## config.mk

```make
export PLATFORM = sky130hd
export DESIGN_NAME = nbits_target_expander_flat
export DESIGN_NICKNAME = d
export VERILOG_FILES = /design/src/rtl/miner_pkg.sv /design/src/rtl/nbits_target_expander_if.sv /design/src/rtl/nbits_decode.sv /design/src/rtl/nbits_target_expander.sv /design/src/flat_wrapper.sv
export SDC_FILE = /design/constraint.sdc
export NUM_CORES = 1
export LEC_CHECK = 0
export ABC_AREA = 1
export ABC_CLOCK_PERIOD_IN_PS = 1800
export CAP_MARGIN = 20
export CORE_MARGIN = 4
export CORE_UTILIZATION = 50
export CTS_CLUSTER_DIAMETER = 40
export DETAILED_ROUTE_END_ITERATION = 10
export PLACE_DENSITY = 0.73
export SETUP_SLACK_MARGIN = 0.4
export SYNTH_ARGS = -nofsm -noshare
export SYNTH_HDL_FRONTEND = slang
export SYNTH_HIERARCHICAL = 1
export SYNTH_SLANG_ARGS = --single-unit
```

## constraint.sdc

```tcl
create_clock -name clk -period 1.8 [get_ports clk]
set_input_delay 0.36 -clock clk [delete_from_list [all_inputs] [get_ports clk]]
set_output_delay 0.36 -clock clk [all_outputs]
set_load 0.01 [all_outputs]
```

## src/rtl/miner_pkg.sv

```systemverilog
// Shared constants, types and nBits field helpers for the mining datapath.
package miner_pkg;

   localparam int         TARGET_W       = 256;
   localparam int         CNT_W          = 5;
   localparam logic [7:0] NBITS_EXP_BIAS = 8'd3;
   localparam logic [7:0] NBITS_MAX_EXP  = 8'd34;

   localparam int NBITS_EXP_MSB  = 31;
   localparam int NBITS_EXP_LSB  = 24;
   localparam int NBITS_SIGN_BIT = 23;
   localparam int NBITS_MANT_MSB = 22;
   localparam int NBITS_MANT_W   = 23;

   typedef enum logic [0:0] {
      IDLE  = 1'b0,
      SHIFT = 1'b1
   } state_t;

   function automatic logic [7:0] nbits_exp(input logic [31:0] bits);
      return bits[NBITS_EXP_MSB:NBITS_EXP_LSB];
   endfunction

   function automatic logic [NBITS_MANT_W-1:0] nbits_mant(input logic [31:0] bits);
      return bits[NBITS_MANT_MSB:0];
   endfunction

endpackage

```

## src/rtl/nbits_target_expander_if.sv

```systemverilog
// Compact-difficulty request channel and expanded-target result bundle.
interface nbits_target_expander_if;

   logic [31:0]                   bits_i;
   logic                          bits_valid_i;
   logic                          bits_ready_o;
   logic [miner_pkg::TARGET_W-1:0] target_o;
   logic                          target_valid_o;
   logic                          done_o;
   logic                          err_neg_o;
   logic                          err_ovf_o;

   modport master (
      output bits_i, bits_valid_i,
      input  bits_ready_o, target_o, target_valid_o, done_o, err_neg_o, err_ovf_o
   );

   modport slave (
      input  bits_i, bits_valid_i,
      output bits_ready_o, target_o, target_valid_o, done_o, err_neg_o, err_ovf_o
   );

endinterface

```

## src/rtl/nbits_decode.sv

```systemverilog
// Combinational classification of an nBits word: error flags, shift
// direction and number of byte shifts needed to place the mantissa.
module nbits_decode
   import miner_pkg::*;
(
   input  logic [31:0]      bits,
   output logic             neg,
   output logic             ovf,
   output logic             zero,
   output logic             dir_left,
   output logic [CNT_W-1:0] shift_cnt
);

   logic [7:0]              exp_s;
   logic [NBITS_MANT_W-1:0] mant_s;
   logic [7:0]              dist_s;

   // Decode exponent/mantissa into flags and a byte-shift distance
   always_comb begin
      exp_s    = nbits_exp(bits);
      mant_s   = nbits_mant(bits);
      zero     = (mant_s == 23'd0);
      neg      = bits[NBITS_SIGN_BIT] && !zero;
      // Wider mantissas run out of headroom one exponent step earlier each
      ovf      = !zero &&
                 ((exp_s > NBITS_MAX_EXP) ||
                  ((mant_s > 23'h0000ff) && (exp_s > (NBITS_MAX_EXP - 8'd1))) ||
                  ((mant_s > 23'h00ffff) && (exp_s > (NBITS_MAX_EXP - 8'd2))));
      dir_left = (exp_s >= NBITS_EXP_BIAS);
      if (dir_left) begin
         dist_s = exp_s - NBITS_EXP_BIAS;
      end else begin
         dist_s = NBITS_EXP_BIAS - exp_s;
      end
      if (neg || ovf || zero) begin
         shift_cnt = '0;
      end else begin
         shift_cnt = CNT_W'(dist_s);
      end
   end

endmodule

```

## src/rtl/nbits_target_expander.sv

```systemverilog
// Expands a compact nBits difficulty word into the 256-bit target, one byte
// shift per cycle, holding the result until the next word is accepted.
module nbits_target_expander #(
   parameter int                  TARGET_W     = 256,
   parameter int                  CNT_W        = 5,
   parameter logic [TARGET_W-1:0] RESET_TARGET = '0
)(
   input logic                    clk,
   input logic                    rst_n,
   nbits_target_expander_if.slave bus
);
   import miner_pkg::*;

   state_t                  state_r, state_nxt_s;
   logic [TARGET_W-1:0]     shreg_r, shreg_nxt_s;
   logic [TARGET_W-1:0]     target_r, target_nxt_s;
   logic [CNT_W-1:0]        cnt_r, cnt_nxt_s;
   logic                    dir_left_r, dir_left_nxt_s;
   logic                    err_neg_r, err_neg_nxt_s;
   logic                    err_ovf_r, err_ovf_nxt_s;
   logic                    valid_r, valid_nxt_s;
   logic                    done_r, done_nxt_s;
   logic                    accept_s;
   logic [NBITS_MANT_W-1:0] mant_s;
   logic                    dec_neg_s, dec_ovf_s, dec_zero_s, dec_left_s;
   logic [CNT_W-1:0]        dec_cnt_s;

   nbits_decode u_decode (
      .bits      (bus.bits_i),
      .neg       (dec_neg_s),
      .ovf       (dec_ovf_s),
      .zero      (dec_zero_s),
      .dir_left  (dec_left_s),
      .shift_cnt (dec_cnt_s)
   );

   assign accept_s = bus.bits_valid_i && (state_r == IDLE);
   assign mant_s   = nbits_mant(bus.bits_i);

   // FSM state register
   always_ff @(posedge clk or negedge rst_n) begin
      if (!rst_n) begin
         state_r <= IDLE;
      end else begin
         state_r <= state_nxt_s;
      end
   end

   // FSM next-state logic
   always_comb begin
      state_nxt_s = state_r;
      case (state_r)
         IDLE: begin
            if (accept_s) state_nxt_s = SHIFT;
            else          state_nxt_s = IDLE;
         end
         SHIFT: begin
            if (cnt_r == '0) state_nxt_s = IDLE;
            else             state_nxt_s = SHIFT;
         end
         default: state_nxt_s = IDLE;
      endcase
   end

   // FSM output/datapath next values
   always_comb begin
      shreg_nxt_s    = shreg_r;
      cnt_nxt_s      = cnt_r;
      dir_left_nxt_s = dir_left_r;
      err_neg_nxt_s  = err_neg_r;
      err_ovf_nxt_s  = err_ovf_r;
      target_nxt_s   = target_r;
      valid_nxt_s    = valid_r;
      done_nxt_s     = 1'b0;
      case (state_r)
         IDLE: begin
            if (accept_s) begin
               shreg_nxt_s    = dec_zero_s ? '0 : {{(TARGET_W-NBITS_MANT_W){1'b0}}, mant_s};
               cnt_nxt_s      = dec_cnt_s;
               dir_left_nxt_s = dec_left_s;
               err_neg_nxt_s  = dec_neg_s;
               err_ovf_nxt_s  = dec_ovf_s;
               valid_nxt_s    = 1'b0;
            end else begin
               valid_nxt_s    = valid_r;
            end
         end
         SHIFT: begin
            if (cnt_r != '0) begin
               if (dir_left_r) shreg_nxt_s = {shreg_r[TARGET_W-9:0], 8'h00};
               else            shreg_nxt_s = {8'h00, shreg_r[TARGET_W-1:8]};
               cnt_nxt_s = cnt_r - CNT_W'(1);
            end else begin
               target_nxt_s = (err_neg_r || err_ovf_r) ? RESET_TARGET : shreg_r;
               valid_nxt_s  = 1'b1;
               done_nxt_s   = 1'b1;
            end
         end
         default: begin
            valid_nxt_s = 1'b0;
         end
      endcase
   end

   // Datapath and registered outputs
   always_ff @(posedge clk or negedge rst_n) begin
      if (!rst_n) begin
         shreg_r    <= '0;
         cnt_r      <= '0;
         dir_left_r <= 1'b0;
         err_neg_r  <= 1'b0;
         err_ovf_r  <= 1'b0;
         target_r   <= RESET_TARGET;
         valid_r    <= 1'b0;
         done_r     <= 1'b0;
      end else begin
         shreg_r    <= shreg_nxt_s;
         cnt_r      <= cnt_nxt_s;
         dir_left_r <= dir_left_nxt_s;
         err_neg_r  <= err_neg_nxt_s;
         err_ovf_r  <= err_ovf_nxt_s;
         target_r   <= target_nxt_s;
         valid_r    <= valid_nxt_s;
         done_r     <= done_nxt_s;
      end
   end

   assign bus.bits_ready_o   = (state_r == IDLE);
   assign bus.target_o       = target_r;
   assign bus.target_valid_o = valid_r;
   assign bus.done_o         = done_r;
   assign bus.err_neg_o      = err_neg_r;
   assign bus.err_ovf_o      = err_ovf_r;

endmodule

```

## src/flat_wrapper.sv

```systemverilog
// flat-port wrapper written by rule: the top's interface ports become plain ports
module nbits_target_expander_flat import miner_pkg::*;
#(
   parameter int                  TARGET_W     = 256,
   parameter int                  CNT_W        = 5,
   parameter logic [TARGET_W-1:0] RESET_TARGET = '0
)
  (clk, rst_n, bus_bits_i, bus_bits_valid_i, bus_bits_ready_o, bus_target_o, bus_target_valid_o, bus_done_o, bus_err_neg_o, bus_err_ovf_o);
  nbits_target_expander_if bus_i ();
  input logic clk;
  input logic rst_n;
  input wire logic [$bits(bus_i.bits_i)-1:0] bus_bits_i;
  input wire logic [$bits(bus_i.bits_valid_i)-1:0] bus_bits_valid_i;
  output wire logic [$bits(bus_i.bits_ready_o)-1:0] bus_bits_ready_o;
  output wire logic [$bits(bus_i.target_o)-1:0] bus_target_o;
  output wire logic [$bits(bus_i.target_valid_o)-1:0] bus_target_valid_o;
  output wire logic [$bits(bus_i.done_o)-1:0] bus_done_o;
  output wire logic [$bits(bus_i.err_neg_o)-1:0] bus_err_neg_o;
  output wire logic [$bits(bus_i.err_ovf_o)-1:0] bus_err_ovf_o;
  assign bus_i.bits_i = bus_bits_i;
  assign bus_i.bits_valid_i = bus_bits_valid_i;
  assign bus_bits_ready_o = bus_i.bits_ready_o;
  assign bus_target_o = bus_i.target_o;
  assign bus_target_valid_o = bus_i.target_valid_o;
  assign bus_done_o = bus_i.done_o;
  assign bus_err_neg_o = bus_i.err_neg_o;
  assign bus_err_ovf_o = bus_i.err_ovf_o;
  nbits_target_expander #(.TARGET_W(TARGET_W), .CNT_W(CNT_W), .RESET_TARGET(RESET_TARGET)) u_core (.clk(clk), .rst_n(rst_n), .bus(bus_i));
endmodule
```

==> results of run 1 <==
-- flip-flops by register name, indices dropped and copies added (netlist names) --
signal / flops
u_core/shreg_r: 256
u_core/bus.target_valid_o: 1
u_core/dir_left_r: 1
u_core/cnt_r: 5
u_core/bus.target_o: 256
u_core/bus.done_o: 1
u_core/state_r: 1
u_core/bus.err_neg_o: 1
u_core/bus.err_ovf_o: 1
-- worst min-delay path by stage --
stage,start,endpoint,depth (start not counted)
4_1_cts,rst_n,u_core/bus.target_o[166],2
2_1_floorplan,rst_n,u_core/bus.done_o,0
6_report,rst_n,u_core/bus.target_o[166],2
5_1_grt,rst_n,u_core/bus.target_o[168],2
3_5_place_dp,rst_n,u_core/bus.target_o[168],1
3_3_place_gp,rst_n,u_core/bus.target_o[166],1
-- critical path: stages (launching register included) --
cell       delay (ps)
dfrtp_1           380
inv_2              90
ha_4              150
nand3_4            70
nor2_4            120
buf_12            140
buf_6             110
buf_8             110
buf_12            130
clkbuf_16         160
nand3_2            70
nand2_2            90
-- area by class of cell --
class	instances	area [sq um]	share of cell area, %
timing repair inverter	1	11.3	0.0340
clock buffer	94	2160	6.51
clock inverter	52	634	1.91
sequential	523	13100	39.5
inverter	147	604	1.82
multi-input combinational	2201	9900	29.9
tap	615	769	2.32
timing repair buffer	526	5970	18.0
-- what timing repair did --
item / in CTS / in global routing
resized for setup: 969 / 120
hold buffers: 1 / 0
cloned: 15 / 38
pin swaps: 7 / 54
setup buffers: 71 / 4
endpoints found under the hold margin: 202 / 0
endpoints found under the setup margin: 779 / 783
-- stage by stage --
stage / area, sq um / setup TNS (ps)
after floorplan: 24300 / 0
after global placement: 28100 / -7880
after detailed placement: 28100 / -8000
after CTS: 31700 / 0
after global routing: 33100 / 0
final: 33100 / 0
-- cells in the final DEF, fill, tap and decap left out, types with 9 or more instances in the layout --
master | netlist | layout
nand2_1 | 1384 | 1372
bufinv_16 | 0 | 9
buf_16 | 0 | 29
nand3_1 | 539 | 473
buf_12 | 0 | 43
nand3_4 | 1 | 16
clkdlybuf4s15_1 | 0 | 72
buf_4 | 19 | 115
clkdlybuf4s15_2 | 0 | 49
nand2_2 | 1 | 10
clkinvlp_4 | 0 | 10
clkdlybuf4s50_1 | 0 | 31
o21ai_0 | 215 | 215
inv_1 | 139 | 136
inv_6 | 0 | 9
clkbuf_16 | 0 | 107
buf_2 | 126 | 97
buf_6 | 11 | 55
nand3_2 | 1 | 52
nor2_1 | 32 | 27
dfrtp_1 | 523 | 522
-- layer usage --
| layer | wire [microns] | vias to the layer above |
|---|---|---|
| li1 | - | 10672 |
| met5 | 0 | - |
| met4 | 3500 | 0 |
| met2 | 40800 | 1523 |
| met1 | 32700 | 11504 |
| met3 | 9080 | 270 |
-- cells by family after synthesis --
group / share of synthesized area [%]
simple gates: 33.6
buf+inv: 7.06
fa+ha+maj: 0.259
compound gates: 4.77
xor+xnor: 0.0363
flops: 54.2
-- power by group --
part	switching, mW	internal, mW	leakage (nW)
clock network	6.08	10.0	1.34
registers	2.42	14.0	7.22
logic	14.0	8.98	8.69
total	22.5	33.0	17.3
==> impl_metrics.yaml, run 1 <==
placement:
  dp_hpwl_mm: 48.5
  port_buffers: 295
  placedCellCount: 3884
  gp_congestion: 0.898
  pre_cts_ws_ps: -360
critical_path:
  r2r-start: "u_core/cnt_r[0]"
  rrSetupSlack_ps: 130
  cp_data_arrival_time_ps: 2220
  r2r_end: "u_core/bus.target_o[85]"
  path_max_fanout: 5
  endpoint: "u_core/bus.target_o[85]"
  start_kind: "register"
  r2r_cells: 11
  crit_type: "reg2reg"
  crit_start: "u_core/cnt_r[0]"
  crit_path_end_kind: "register"
  cp.required_ps: 2350
detailed_routing:
  drt-wirelength-per-cell_microns: 20.7
  drt_iter0_drc: 3070
  drc: 0
  drt-pass1-iter-count: 8
  finalWirelength_mm: 86.1
  ant_nets: 0
  viasPerCell: 5.76
  vias: 23969
clocking:
  cts_sinks: 523
  clk_pin_slew_ps: 50
  cts_root_buffer: "clkbuf_16"
  cts_buffers: 80
  clockBufferDepth: 3
  clk_latency_ps: 620
  cts_tree: "yes"
  htreeDepth: 3
timing:
  slew-limit-headroom_pct: 70.4
  fin_crit_ps: 1670
  timing.hold.ws_ps: 141
  drv_slew: 0
  hold_violations: 0
  setup-violations-final: 0
  timing.final.crit_share_pct: 93.0
  max_freq_ghz: 0.597
  worst_slew_pin_slew_ps: 445
  rsz0062_at_grt: "true"
  setup_slack_ps: 126
  finalClockSkew_ps: 23.8
cells_and_area:
  diodes: 0
  drive_gt1_share_pct: 18.8
  instances_no_fill: 4159
  syn2layout_area_growth_pct: 37.3
  n_fill_cell: 3614
  final_util_pct: 69.4
  nNetsFinal: 3520
global_routing:
  grtUsageMet1_pct: 40.7
  antenna_found_initial: 0
  grt_pass1_wl_mm: 124
  grt_pass1_vias: 22647
  grt_busiest_layer: "met2"
  grt_max_degree: 104
  overflow: 0
  grtUsageTotal_pct: 30.0
  grt_use_met3_pct: 5.91
  met2_usage_pct: 48.4
floorplan:
  rows: 80
  die_w_microns: 228
  coreArea_sq_um: 47700
  initial_core_util_pct: 50.5
  ioPinCount: 296
  fp.dieArea_sq_um: 51800
  die_h_microns: 228
logic_synthesis:
  synth_area_sq_um: 24100
  synth_common_cells: "nand2_1, nand3_1, dfrtp_1, o21ai_0, inv_1"
  synth_top_area_share_pct: 54.2
  yosysUniqueCellTypes: 27
  async_flop_share_pct: 100
  yosys.cell_count.top_type: "nand2_1"
  avgSynthCellArea_sq_um: 7.80
  synth_nets: 3134
  synth-seq-cells: 523
  synth_warnings: 6
  synth_area_leader_cell: "dfrtp_1"
  ys_seq_area_share_pct: 54.2
  synth_area_leaders: "dfrtp_1, nand2_1, nand3_1, o21ai_0, buf_2"
  synth_ff_type: "dfrtp_1"
  synth_edf_count: 0
  synthCells: 3094
power:
  p_per_area_nw_per_um2: 1680
  power_mw: 55.6
  p_leak_nw: 17.3
  ir_drop_mv: 1.03
min_path:
  min_path_type: "in2async"
run_status:
  status: "completed"
flow_run:
  max_cap_viol_count: 0
Note: power is estimated with default switching activity, not from simulation.
==> run 2: changes to the inputs <==
--- a/config.mk
+++ b/config.mk
@@ -6,7 +6,7 @@
 export NUM_CORES = 1
 export LEC_CHECK = 0
 export ABC_AREA = 1
-export ABC_CLOCK_PERIOD_IN_PS = 1800
+export ABC_CLOCK_PERIOD_IN_PS = 2100
 export CAP_MARGIN = 20
 export CORE_MARGIN = 4
 export CORE_UTILIZATION = 50
==> constraint.sdc (replaced) <==
create_clock -name clk -period 2.1 [get_ports clk]
set_input_delay 0.42 -clock clk [delete_from_list [all_inputs] [get_ports clk]]
set_output_delay 0.42 -clock clk [all_outputs]
set_load 0.01 [all_outputs]
==> run 2 against run 1 <==
Sequential share of layout area up 2.2 points. Final cell count down 2.1%. Critical endpoint is now u_core/bus.target_o[125]. Sequential cell count unchanged.
==> impl_metrics.yaml, run 2 (synthesized netlist as in run 1, its figures left out) <==
run_status:
  status: "completed"
critical_path:
  cp_data_arrival_time_ps: 2250
  rrSetupSlack_ps: 390
  start_kind: "register"
  crit_top_cell: "buf_12"
  r2r-start: "u_core/cnt_r[0]"
  r2r_cells: 10
  crit_path_end_kind: "register"
  path_max_fanout: 7
  cp.required_ps: 2640
  crit_type: "reg2reg"
  r2r_end: "u_core/bus.target_o[125]"
  slowest_stage: "dfrtp_1"
  critPathMaxStageDelay_ps: 390
  worstPathCellList: "inv_2 -> ha_4 -> nand3_4 -> nor2_4 -> buf_12 -> buf_12 -> buf_12 -> clkbuf_16 -> nand3_1 -> nand2_1"
timing:
  rsz0062_at_grt: "true"
  slew-limit-headroom_pct: 56.7
  fin_crit_ps: 1710
  drv_slew: 0
  setup-violations-final: 0
  timing.final.crit_share_pct: 81.4
  max_freq_ghz: 0.585
  hold_violations: 0
  setup_tns_ps: 0
  finalClockSkew_ps: 25.5
  worst_slew_pin_slew_ps: 649
detailed_routing:
  ant_nets: 0
  drt_iter0_drc: 2796
  viasPerCell: 5.66
  drt-pass1-iter-count: 8
  drc: 0
  drt-wirelength-per-cell_microns: 19.8
  vias: 23057
  finalWirelength_mm: 80.6
floorplan:
  rows: 80
  die_h_microns: 228
  ioPinCount: 296
  initial_core_util_pct: 50.5
  fp.dieArea_sq_um: 51800
  die_w_microns: 228
  coreArea_sq_um: 47700
global_routing:
  antenna_found_initial: 1
  grtUsageTotal_pct: 29.9
  grt_pass1_vias: 22318
  overflow: 0
  grt_pass1_wl_mm: 123
  grt_max_degree: 145
cells_and_area:
  syn2layout_area_growth_pct: 30.1
  instances_no_fill: 4071
  drive_gt1_share_pct: 12.0
  diodes: 0
  final_common_cell: "nand2_1"
  final_area_sq_um: 31400
  layout_common_cells: "nand2_1, nand3_1, dfrtp_1, o21ai_0, clkdlybuf4s15_1"
  nNetsFinal: 3432
  final_util_pct: 65.8
power:
  power_mw: 43.0
  p_leak_nw: 16.4
  ir_drop_mv: 0.984
  p_per_area_nw_per_um2: 1370
clocking:
  htreeDepth: 3
  cts_tree: "yes"
  clk_latency_ps: 620
  cts_buffers: 79
  clockBufferDepth: 3
  cts_root_buffer: "clkbuf_16"
  clk_pin_slew_ps: 50
  cts_sinks: 523
placement:
  placed_area_sq_um: 28000
  port_buffers: 295
  gp_congestion: 0.888
  placedCellCount: 3875
  dp_hpwl_mm: 49.0
min_path:
  min_path_type: "in2async"
flow_run:
  max_cap_viol_count: 0
## run 2: cell type report
class	count	area (sq um)
fillers	3868	16400
flip-flops and latches	523	13100
multi-input cells	2200	9470
repair buffers	439	4780
clock buffers	97	2140
well taps	615	769
inverters	147	593
clock inverters	48	527
repair inverters	2	17.5
## run 2: per-layer routing
metal	track usage (%)	vias up	part of all wire, %
li1	-	10478	-
met1	41.1	11189	40
met2	47.5	1188	48
met3	5.02	200	8.4
met4	13.0	2	4.0
met5	0	-	0.016
## run 2: timing repair
| item | in CTS | in global routing |
|---|---|---|
| resized for setup | 649 | 64 |
| buffers inserted | 22 | 8 |
| gates cloned | 9 | 11 |
| hold buffers | 1 | 0 |
| endpoints found under the setup margin | 742 | 415 |
| pin swaps | 1 | 11 |
| hold endpoints to repair | 52 | 0 |
## run 2: where the power goes
part / internal (mW) / total (mW) / switching (mW)
clock: 8.15 / 13.2 / 5.10
combinational: 5.34 / 15.7 / 10.4
sequential: 12.0 / 14.0 / 2.00
## run 2: worst max-delay path: cells and delay by family (launching register included)
kind          cells  cell delay (ps)
flops             1              390
simple gates      4              420
buf+inv           5              690
fa+ha+maj         1              150
## run 2: worst max path at each step
| stage | from | to | slack (ps) | cells after the start |
|---|---|---|---|---|
| floorplan | bus_bits_i[27] | u_core/cnt_r[1] | 570 | 14 |
| global placement | bus_bits_i[21] | u_core/cnt_r[1] | -160 | 14 |
| detailed placement | bus_bits_i[17] | u_core/cnt_r[1] | -180 | 14 |
| CTS | u_core/state_r | bus_bits_ready_o | 200 | 2 |
| global route | u_core/cnt_r[0] | u_core/bus.target_o[125] | 300 | 10 |
| finish | u_core/cnt_r[0] | u_core/bus.target_o[125] | 390 | 10 |
## run 2: per-stage QoR
step | setup slack, ps | hold slack, ps
6_report | 390 | 278
5_1_grt | 300 | 300
4_1_cts | 202 | 258
3_5_place_dp | -181 | 312
3_3_place_gp | -164 | 312
2_1_floorplan | 574 | 124
